## src/rtl/rvfi_gen_pkg.sv

```systemverilog
// Shared types for the RVFI retirement generator: the buffered instruction record
// and the fixed widths/bit positions used by the top level.
package rvfi_gen_pkg;

    localparam int REC_XLEN  = 32;
    localparam int ORDER_W   = 64;
    localparam int FAULT_BIT = 2;

    typedef struct packed {
        logic [REC_XLEN-1:0] pc_rdata;
        logic [REC_XLEN-1:0] pc_wdata;
    } rec_t;

endpackage

```

## src/rtl/rvfi_gen_fifo.sv

```systemverilog
// Record buffer with single push and 0..NRET pop per cycle. The oldest NRET entries
// are always visible on head[] so the top can retire several at once.
module rvfi_gen_fifo
    import rvfi_gen_pkg::*;
#(
    parameter int DEPTH = 4,
    parameter int NRET  = 2,
    parameter int AW    = (DEPTH > 1) ? $clog2(DEPTH) : 1,
    parameter int KW    = $clog2(NRET + 1)
) (
    input  logic          clock,
    input  logic          resetn,
    input  logic          push,
    input  rec_t          push_data,
    input  logic [KW-1:0] pop_cnt,
    output rec_t          head [NRET],
    output logic [AW:0]   count,
    output logic          full
);

    localparam int MEM = 1 << AW;

    rec_t        mem [MEM];
    logic [AW:0] wr_ptr;
    logic [AW:0] rd_ptr;

    // Pointers carry one extra wrap bit, so the difference is the occupancy.
    assign count = wr_ptr - rd_ptr;
    assign full  = (count == (AW+1)'(DEPTH));

    always_comb begin
        for (int j = 0; j < NRET; j++) begin
            head[j] = mem[AW'(rd_ptr + (AW+1)'(j))];
        end
    end

    always_ff @(posedge clock or negedge resetn) begin
        if (!resetn) begin
            wr_ptr <= '0;
            rd_ptr <= '0;
        end else begin
            if (push) begin
                wr_ptr <= wr_ptr + (AW+1)'(1);
            end
            rd_ptr <= rd_ptr + (AW+1)'(pop_cnt);
        end
    end

    always_ff @(posedge clock) begin
        if (push) begin
            mem[wr_ptr[AW-1:0]] <= push_data;
        end
    end

endmodule

```

## src/rtl/rvfi_pc_chain_gen.sv

```systemverilog
// RVFI retirement transmitter: buffers PC records and retires up to NRET per cycle
// with consecutive orders and a sticky PC-chain monitor. RVFI_GEN_FAULT_EN adds fault_inj.
module rvfi_pc_chain_gen
    import rvfi_gen_pkg::*;
#(
    parameter int XLEN       = REC_XLEN,
    parameter int NRET       = 2,
    parameter int FIFO_DEPTH = 4
) (
    input  logic                    clock,
    input  logic                    resetn,
    input  logic                    in_valid,
    output logic                    in_ready,
    input  logic [XLEN-1:0]         in_pc_rdata,
    input  logic [XLEN-1:0]         in_pc_wdata,
    input  logic                    hold,
    output logic [NRET-1:0]         rvfi_valid,
    output logic [ORDER_W*NRET-1:0] rvfi_order,
    output logic [XLEN*NRET-1:0]    rvfi_pc_rdata,
    output logic [XLEN*NRET-1:0]    rvfi_pc_wdata,
    output logic                    chain_err
`ifdef RVFI_GEN_FAULT_EN
    ,
    input  logic                    fault_inj
`endif
);

    localparam int AW = (FIFO_DEPTH > 1) ? $clog2(FIFO_DEPTH) : 1;
    localparam int KW = $clog2(NRET + 1);
    localparam int CW = AW + 1;

    rec_t          in_rec;
    rec_t          head [NRET];
    logic [CW-1:0] fifo_count;
    logic          fifo_full;
    logic          push;
    logic [KW-1:0] pop_cnt;

    logic [ORDER_W-1:0] order_cnt;
    logic [XLEN-1:0]    last_pc;
    logic               last_valid;

    logic [NRET-1:0]         nxt_valid;
    logic [ORDER_W*NRET-1:0] nxt_order;
    logic [XLEN*NRET-1:0]    nxt_rd;
    logic [XLEN*NRET-1:0]    nxt_wd;
    logic                    nxt_err;
    logic [XLEN-1:0]         pred_pc;
    logic                    pred_ok;

    // valid/ready: a record transfers on a rising edge where in_valid && in_ready;
    // in_ready depends only on registered occupancy, never on this cycle's pop.
    assign in_ready = !fifo_full;
    assign push     = in_valid && in_ready;
    assign in_rec   = '{pc_rdata: in_pc_rdata, pc_wdata: in_pc_wdata};

    rvfi_gen_fifo #(
        .DEPTH (FIFO_DEPTH),
        .NRET  (NRET)
    ) u_fifo (
        .clock     (clock),
        .resetn    (resetn),
        .push      (push),
        .push_data (in_rec),
        .pop_cnt   (pop_cnt),
        .head      (head),
        .count     (fifo_count),
        .full      (fifo_full)
    );

    always_comb begin
        pop_cnt = '0;
        if (!hold) begin
            pop_cnt = (fifo_count >= CW'(NRET)) ? KW'(NRET) : KW'(fifo_count);
        end
    end

    // Pack retiring records low-aligned; each one is checked against its predecessor,
    // which is last_pc for channel 0 and the previous channel otherwise.
    always_comb begin
        nxt_valid = '0;
        nxt_order = '0;
        nxt_rd    = '0;
        nxt_wd    = '0;
        nxt_err   = chain_err;
        pred_pc   = last_pc;
        pred_ok   = last_valid;
        for (int j = 0; j < NRET; j++) begin
            if (KW'(j) < pop_cnt) begin
                nxt_valid[j]                    = 1'b1;
                nxt_order[j*ORDER_W +: ORDER_W] = order_cnt + ORDER_W'(j);
                nxt_rd[j*XLEN +: XLEN]          = head[j].pc_rdata;
                nxt_wd[j*XLEN +: XLEN]          = head[j].pc_wdata;
                if (pred_ok && (head[j].pc_rdata != pred_pc)) begin
                    nxt_err = 1'b1;
                end
                pred_pc = head[j].pc_wdata;
                pred_ok = 1'b1;
            end
        end
    end

`ifdef RVFI_GEN_FAULT_EN
    logic fault_pend;
    logic nxt_pend;
    logic [XLEN*NRET-1:0] out_rd;

    // Corruption touches only the outgoing copy; the monitor above saw the clean value.
    always_comb begin
        out_rd   = nxt_rd;
        nxt_pend = fault_pend;
        if (fault_pend && (pop_cnt != '0)) begin
            out_rd[FAULT_BIT] = ~nxt_rd[FAULT_BIT];
            nxt_pend          = 1'b0;
        end
        if (fault_inj && !fault_pend) begin
            nxt_pend = 1'b1;
        end
    end

    always_ff @(posedge clock or negedge resetn) begin
        if (!resetn) begin
            fault_pend <= 1'b0;
        end else begin
            fault_pend <= nxt_pend;
        end
    end
`else
    logic [XLEN*NRET-1:0] out_rd;
    assign out_rd = nxt_rd;
`endif

    always_ff @(posedge clock or negedge resetn) begin
        if (!resetn) begin
            order_cnt     <= '0;
            rvfi_valid    <= '0;
            rvfi_order    <= '0;
            rvfi_pc_rdata <= '0;
            rvfi_pc_wdata <= '0;
            last_pc       <= '0;
            last_valid    <= 1'b0;
            chain_err     <= 1'b0;
        end else begin
            order_cnt     <= order_cnt + ORDER_W'(pop_cnt);
            rvfi_valid    <= nxt_valid;
            rvfi_order    <= nxt_order;
            rvfi_pc_rdata <= out_rd;
            rvfi_pc_wdata <= nxt_wd;
            last_pc       <= pred_pc;
            last_valid    <= pred_ok;
            chain_err     <= nxt_err;
        end
    end

endmodule

```

## config.mk

```make
export PLATFORM = sky130hd
export DESIGN_NAME = rvfi_pc_chain_gen
export DESIGN_NICKNAME = d
export VERILOG_FILES = /design/src/rtl/rvfi_gen_pkg.sv /design/src/rtl/rvfi_gen_fifo.sv /design/src/rtl/rvfi_pc_chain_gen.sv
export SDC_FILE = /design/constraint.sdc
export NUM_CORES = 1
export LEC_CHECK = 0
export ABC_AREA = 1
export CAP_MARGIN = 20
export CORE_MARGIN = 2
export CORE_UTILIZATION = 38
export CTS_CLUSTER_SIZE = 12
export DETAILED_ROUTE_END_ITERATION = 8
export PLACE_DENSITY_LB_ADDON = 0.2
export SKIP_LAST_GASP = 1
export SLEW_MARGIN = 20
export SYNTH_ARGS = -nofsm -noshare
export SYNTH_HDL_FRONTEND = slang
export SYNTH_SLANG_ARGS = --single-unit
```

## constraint.sdc

```tcl
create_clock -name clock -period 8.25 [get_ports clock]
set_input_delay 1.2375 -clock clock [delete_from_list [all_inputs] [get_ports clock]]
set_output_delay 1.2375 -clock clock [all_outputs]
set_load 0.05 [all_outputs]
```

After elaboration in Yosys (flattened, before gate mapping)

Memory sizes are Yosys's and may differ from the RTL's.
Cells that the tools add are included.

RAM bits: 256
Register bits after elaboration: 362
Output and inout bits: 260
Input port bits: 68
Memories kept: 1

Memory list:

| memory     | depth | width | read ports | clocked after Yosys merged registers in | wr ports | line                | source |
|---|---|---|---|---|---|---|---|
| u_fifo.mem | 4     | 64    | 2          | 0                                       | 1        | rvfi_gen_fifo.sv:23 | `rec_t mem [MEM];` |

Reduce and logical (&&, ||, !) cells: 4
Equal/unequal tests: 3
Add/sub/neg operators: 6
Magnitude comparators: 3
Multiplexer cells: 20

Operator list:

| kind                                                               | number |
|---|---|
| two-way mux 32 bit                                                 | 6 |
| two-way mux 64 bit                                                 | 2 |
| adder 64 x 1 -> 64 bit (second input constant)                     | 1 |
| adder 64 x 2 -> 64 bit                                             | 1 |
| != test 32 bit                                                     | 2 |
| two-way mux 1 bit                                                  | 10 |
| less-than comparator 1 x 2 -> 1 bit (first input constant)         | 2 |
| two-way mux 2 bit                                                  | 2 |
| adder 3 x 1 -> 3 bit (second input constant)                       | 1 |
| adder 3 x 2 -> 3 bit                                               | 1 |
| == test 3 bit (second input constant)                              | 1 |
| greater-or-equal comparator 3 x 2 -> 1 bit (second input constant) | 1 |
| logical AND 1 bit                                                  | 3 |
| subtractor 3 bit                                                   | 1 |
| adder 2 x 1 -> 2 bit (second input constant)                       | 1 |
| logical NOT 1 bit                                                  | 1 |

Longest topological paths before layout

Depth in word-level cells: 10
Mapped depth: 24

By module

A second synthesis with hierarchy kept.

Cells, all modules: 2,946
Area total of the unflattened synthesis: 27,396.3 µm²

By module, submodules not included:

| module            | area each (µm²) | cells each | times used | seq. area each (µm²) |
|---|---|---|---|---|
| rvfi_pc_chain_gen | 15,265.9        | 1,734      | 1          | 8,908.5 |
| rvfi_gen_fifo     | 12,130.4        | 1,212      | 1          | 7,837.5 |

Least setup slack after synthesis

OpenSTA, ideal clock, no wires.

Path kind: flip-flop to flip-flop
Start point: register u_fifo.rd_ptr[1]
End point: memory u_fifo.mem[3][0] (netlist name) (enable)
Cell stages (with the launch flop): 10
Clock period less this slack: 5.571 ns
Path slack: 2.679 ns
Required time: 7.761 ns
Arrival time: 5.081 ns
Setup time: 0.489 ns
Cell sequence: dfrtp_1 > inv_2 > buf_2 > buf_2 > buf_1 > fa_1 > inv_1 > nand3_1 > nand2_1 > nor2_1

Word-level cells in the longest chain between the ends: 6

Ends and longest elaborated chain:

| element                                 | line                    | source |
|---|---|---|
| start: declaration                      | rvfi_gen_fifo.sv:25     | `logic [AW:0] rd_ptr;` |
| start signal: assignment                | rvfi_gen_fifo.sv:45     | `rd_ptr <= rd_ptr + (AW+1)'(pop_cnt);` |
| subtractor 3 bit                        | rvfi_gen_fifo.sv:28     | `assign count = wr_ptr - rd_ptr;` |
| == test 3 bit                           | rvfi_gen_fifo.sv:29     | `assign full = (count == (AW+1)'(DEPTH));` |
| logical NOT 1 bit                       | rvfi_pc_chain_gen.sv:53 | `assign in_ready = !fifo_full;` |
| via in_ready                            | rvfi_pc_chain_gen.sv:13 | `output logic in_ready,` |
| logical AND 1 bit                       | rvfi_pc_chain_gen.sv:54 | `assign push = in_valid && in_ready;` |
| two-way mux 1 bit                       | rvfi_gen_fifo.sv:50     | `if (push) begin` |
| two-way mux 1 bit (not written as such) | rvfi_gen_fifo.sv:51     | `mem[wr_ptr[AW-1:0]] <= push_data;` |
| end: declaration                        | rvfi_gen_fifo.sv:23     |  |

The timed path passes the listed nets, and every way through them passes these cells.

Worst setup path in the final report

Start point: register u_fifo.rd_ptr[1]
End point: register order_cnt[54]

Word-level cells in the longest chain between the ends: 5

Ends and longest elaborated chain:

| element                                    | line                     | source |
|---|---|---|
| subtractor 3 bit (*)                       | rvfi_gen_fifo.sv:28      |  |
| greater-or-equal comparator 3 x 2 -> 1 bit | rvfi_pc_chain_gen.sv:74  | `pop_cnt = (fifo_count >= CW'(NRET)) ? KW'(NRET) : KW'(fifo_count);` |
| two-way mux 2 bit (*)                      | rvfi_pc_chain_gen.sv:74  |  |
| two-way mux 2 bit (*)                      | rvfi_pc_chain_gen.sv:73  | `if (!hold) begin` |
| adder 64 x 2 -> 64 bit (*)                 | rvfi_pc_chain_gen.sv:144 | `order_cnt <= order_cnt + ORDER_W'(pop_cnt);` |
| end signal: assignment                     | rvfi_pc_chain_gen.sv:144 |  |
| end: declaration                           | rvfi_pc_chain_gen.sv:39  | `logic [ORDER_W-1:0] order_cnt;` |

Every way passes the cells marked *; elsewhere a longest branch is shown, timed or not.
A chain may end at the register's enable or synchronous reset.

==> impl_metrics.toml <==
[status]
run_status = "finished, final reports clean"

[critical_path]
cp_cell_sequence = "buf_4 -> inv_4 -> fa_1 -> inv_1 -> nand3_1 -> nand2_4 -> buf_4 -> fa_1 -> nor3_2 -> inv_2 -> nor2_2 -> inv_2 -> nor2_2 -> nand3_1 -> nor2_1 -> nand2_1 -> nor2_1 -> xor2_1"
crit_type = "reg -> reg"
ff2ff_setup_slack_ns = 3.06
cp-end-kind = "register"
cp_slowest_cell = "fa_1"
crit_buf_inv = 6
critPathMaxFanout = 83
start_kind = "register"
slowest_delay_ns = 0.65
cp_top_family = "buffers and inverters"
reg2reg_from = "u_fifo.rd_ptr[1]$_DFF_PN0_"
required_ns = 8.78
r2r_cells = 18
cp.arrival_ns = 5.72
r2r_end = "order_cnt[54]$_DFF_PN0_"

[yosys]
synthTopCellsByArea = "dfrtp_1 (34%), edfxtp_1 (28%), nand2_1 (6.0%)"
yosysMostFrequentCell = "nand2_1"
avgSynthCellArea_um2 = 9.92
synth_edf_count = 256
seq_area_frac_synth_pct = 62.0
synth_area_um2 = 27000
syn_nets = 2802
syn_inst = 2722
yosys.cell_types.count = 40
synth-async-reset-ratio_pct = 58.6
synth_commonest_cells = "nand2_1 (433), nor2_1 (366), dfrtp_1 (362)"
synth_top_area_cell = "dfrtp_1"
netlist.area_leader.share_pct = 33.5
synth_warnings = 0
synth-main-ff-cell = "dfrtp_1"
ys_ff_latch = 618

[timing]
worst_pin_slew_ns = 1.17
finClkSkew_ns = 0.0285
post-route-min-period_ns = 5.19
relSlewSlack_pct = 21.3
layout_setup_ws_ns = 3.06
setup_viol_count_final = 0
final-hold-violation-count = 0
slew_viol_final = 0
timing.fmax_ghz = 0.193
grt_setup_unrepaired = "false"
finalSetupTns_ns = 0
post-route-period-util_pct = 62.9

[die]
core_um2 = 70100
initial_core_util_pct = 38.5
fp.dieH_um = 271
die_w_um = 271
io_pins = 328
rows = 97
dieArea_um2 = 73200

[placement]
place_ws_ns = 3.16
dp.cells = 3890
gp_routability_congestion = 1.01
port_buffers = 327
placed_area_um2 = 31000
place_hpwl_um = 63500

[job]
drv_cap = 0

[clock_network]
htree_levels = 3
cts.sinks = 618
cts_tree = "built"
cts_resized = 0
postCtsSetupBuffers = 0
cts.path.max_buffers = 3
cts.clk_slew.worst_paths_ns = 0.06
numCtsBuffers = 69
cts_hold_buf = 0
clkLatencyLatePin_ns = 0.63
cts_root_buf = "clkbuf_16"

[detailed_routing]
wire_per_inst_um = 22.7
routed_wl_um = 91100
drt_first_pass_iters = 8
postRouteAntennaNets = 0
route.detailed.drc = 0
via_per_inst = 5.20
vias = 20900
drt_first_iter_violations = 1747

[hold_path]
min_path_type = "reg -> reg"
min_from = "last_valid$_DFF_PN0_"
min_path_cells = 2
min_to = "last_valid$_DFF_PN0_"

[global_route]
grt_pass1_wl_um = 134000
grt_start_max_net_pins = 147
overflow = 0
grt_pass1_vias = 20900
grt_usage_pct = 24.5
antenna_found_initial = 0

[pwr]
total_power_mw = 15.0
leakage_nw = 14.2
vdd_ir_drop_max_v = 0.000284
power_density_nw_per_um2 = 450

[finish]
num_antenna_cells = 0
fillers = 6565
fin_cells = 4018
area_growth_pct = 23.6
final_area_um2 = 33400
drive_gt1_share_pct = 6.89
nets = 3103
-- layout make-up --
| type | count | area (µm²) | area share, % |
|---|---|---|---|
| flip-flops and latches | 618 | 16800 | 50.2 |
| multi-input cells | 1657 | 8440 | 25.3 |
| repair buffers | 350 | 3500 | 10.5 |
| clock buffers | 102 | 2040 | 6.10 |
| inverters | 327 | 1230 | 3.70 |
| well taps | 940 | 1180 | 3.52 |
| clock inverters | 24 | 246 | 0.738 |
-- placed cells by master (no fill, tap or decap), drive strengths merged --
master | Yosys | final
nand3b | 23 | 23
nor4 | 18 | 18
edfxtp | 256 | 256
xor2 | 101 | 101
a31oi | 2 | 2
nor3 | 59 | 59
xnor2 | 1 | 1
a31o | 14 | 14
clkinvlp | 0 | 2
o22ai | 64 | 64
nor4b | 1 | 1
a211oi | 32 | 32
fa | 3 | 3
o21a | 15 | 15
clkdlybuf4s50 | 0 | 326
clkinv | 0 | 16
bufinv | 0 | 4
buf | 84 | 24
ha | 9 | 9
nand2 | 435 | 435
o221ai | 7 | 7
o211ai | 24 | 24
dfrtp | 362 | 362
nand4 | 24 | 24
nand3 | 139 | 139
inv | 327 | 329
or3b | 1 | 1
o21ai | 160 | 160
a21oi | 110 | 110
nor2 | 373 | 373
clkbuf | 36 | 102
or2 | 24 | 24
o21bai | 18 | 18
-- logic make-up (layout without fill, tap and decap cells) --
kind of cell / after synthesis / in the layout / synth area share [%]
adder cells (fa/ha/maj): 12 / 12 / 0.639
AO/OA/AOI/OAI: 446 / 446 / 9.70
AND/OR/NAND/NOR: 1097 / 1097 / 17.4
flip-flops: 618 / 618 / 62.0
buffers and inverters: 447 / 803 / 6.92
XOR/XNOR: 102 / 102 / 3.31
-- sequential cells by signal, indices dropped and copies added (netlist names) --
| signal | cells |
|---|---|
| chain_err | 1 |
| last_pc | 32 |
| last_valid | 1 |
| order_cnt | 64 |
| rvfi_order | 128 |
| rvfi_pc_rdata | 64 |
| rvfi_pc_wdata | 64 |
| rvfi_valid | 2 |
| u_fifo.mem | 256 |
| u_fifo.rd_ptr | 3 |
| u_fifo.wr_ptr | 3 |
-- power breakdown --
| part | switching, mW | total [mW] | internal, mW |
|---|---|---|---|
| Combinational | 5.27 | 7.35 | 2.08 |
| Clock | 1.25 | 3.09 | 1.84 |
| Sequential | 0.448 | 4.57 | 4.12 |
| Total | 6.97 | 15.0 | 8.04 |
-- how the worst max path moves through the flow --
| stage | startpoint | to | slack [ns] | cells after the start |
|---|---|---|---|---|
| 2_1_floorplan | u_fifo.rd_ptr[1]$_DFF_PN0_ | u_fifo.mem[3][0]$_DFFE_PP_ | 2.68 | 9 |
| 3_5_place_dp | u_fifo.rd_ptr[1]$_DFF_PN0_ | order_cnt[54]$_DFF_PN0_ | 3.16 | 18 |
| 4_1_cts | u_fifo.rd_ptr[1]$_DFF_PN0_ | in_ready | 3.12 | 6 |
| 5_1_grt | u_fifo.rd_ptr[1]$_DFF_PN0_ | order_cnt[54]$_DFF_PN0_ | 2.74 | 18 |
| 6_report | u_fifo.rd_ptr[1]$_DFF_PN0_ | order_cnt[54]$_DFF_PN0_ | 3.06 | 18 |
| 3_3_place_gp | u_fifo.rd_ptr[1]$_DFF_PN0_ | order_cnt[54]$_DFF_PN0_ | 3.30 | 18 |
-- metrics by stage --
stage / hold slack [ns] / util [%]
after floorplan: 0.422 / -
after global placement: 0.444 / 44.3
after detailed placement: 0.447 / 44.3
after CTS: 0.461 / 47.5
after global routing: 0.476 / 47.6
final: 0.460 / 47.6
-- layer usage --
| layer | GRT usage (%) | part of all wire (%) | up-vias |
|---|---|---|---|
| met4 | 11.7 | 4.9 | 0 |
| met2 | 42.3 | 50 | 806 |
| met1 | 30.2 | 40 | 10300 |
| met5 | 0 | 0 | - |
| met3 | 3.59 | 5.5 | 181 |
| li1 | - | - | 9645 |
-- worst min-delay path: cells and delay by family (launching register included) --
| family | cells | cell delay, ns |
|---|---|---|
| flip-flops | 1 | 0.32 |
| AND/OR/NAND/NOR | 1 | 0.06 |
| buffers and inverters | 1 | 0.05 |
(Power assumes the default switching activity.)
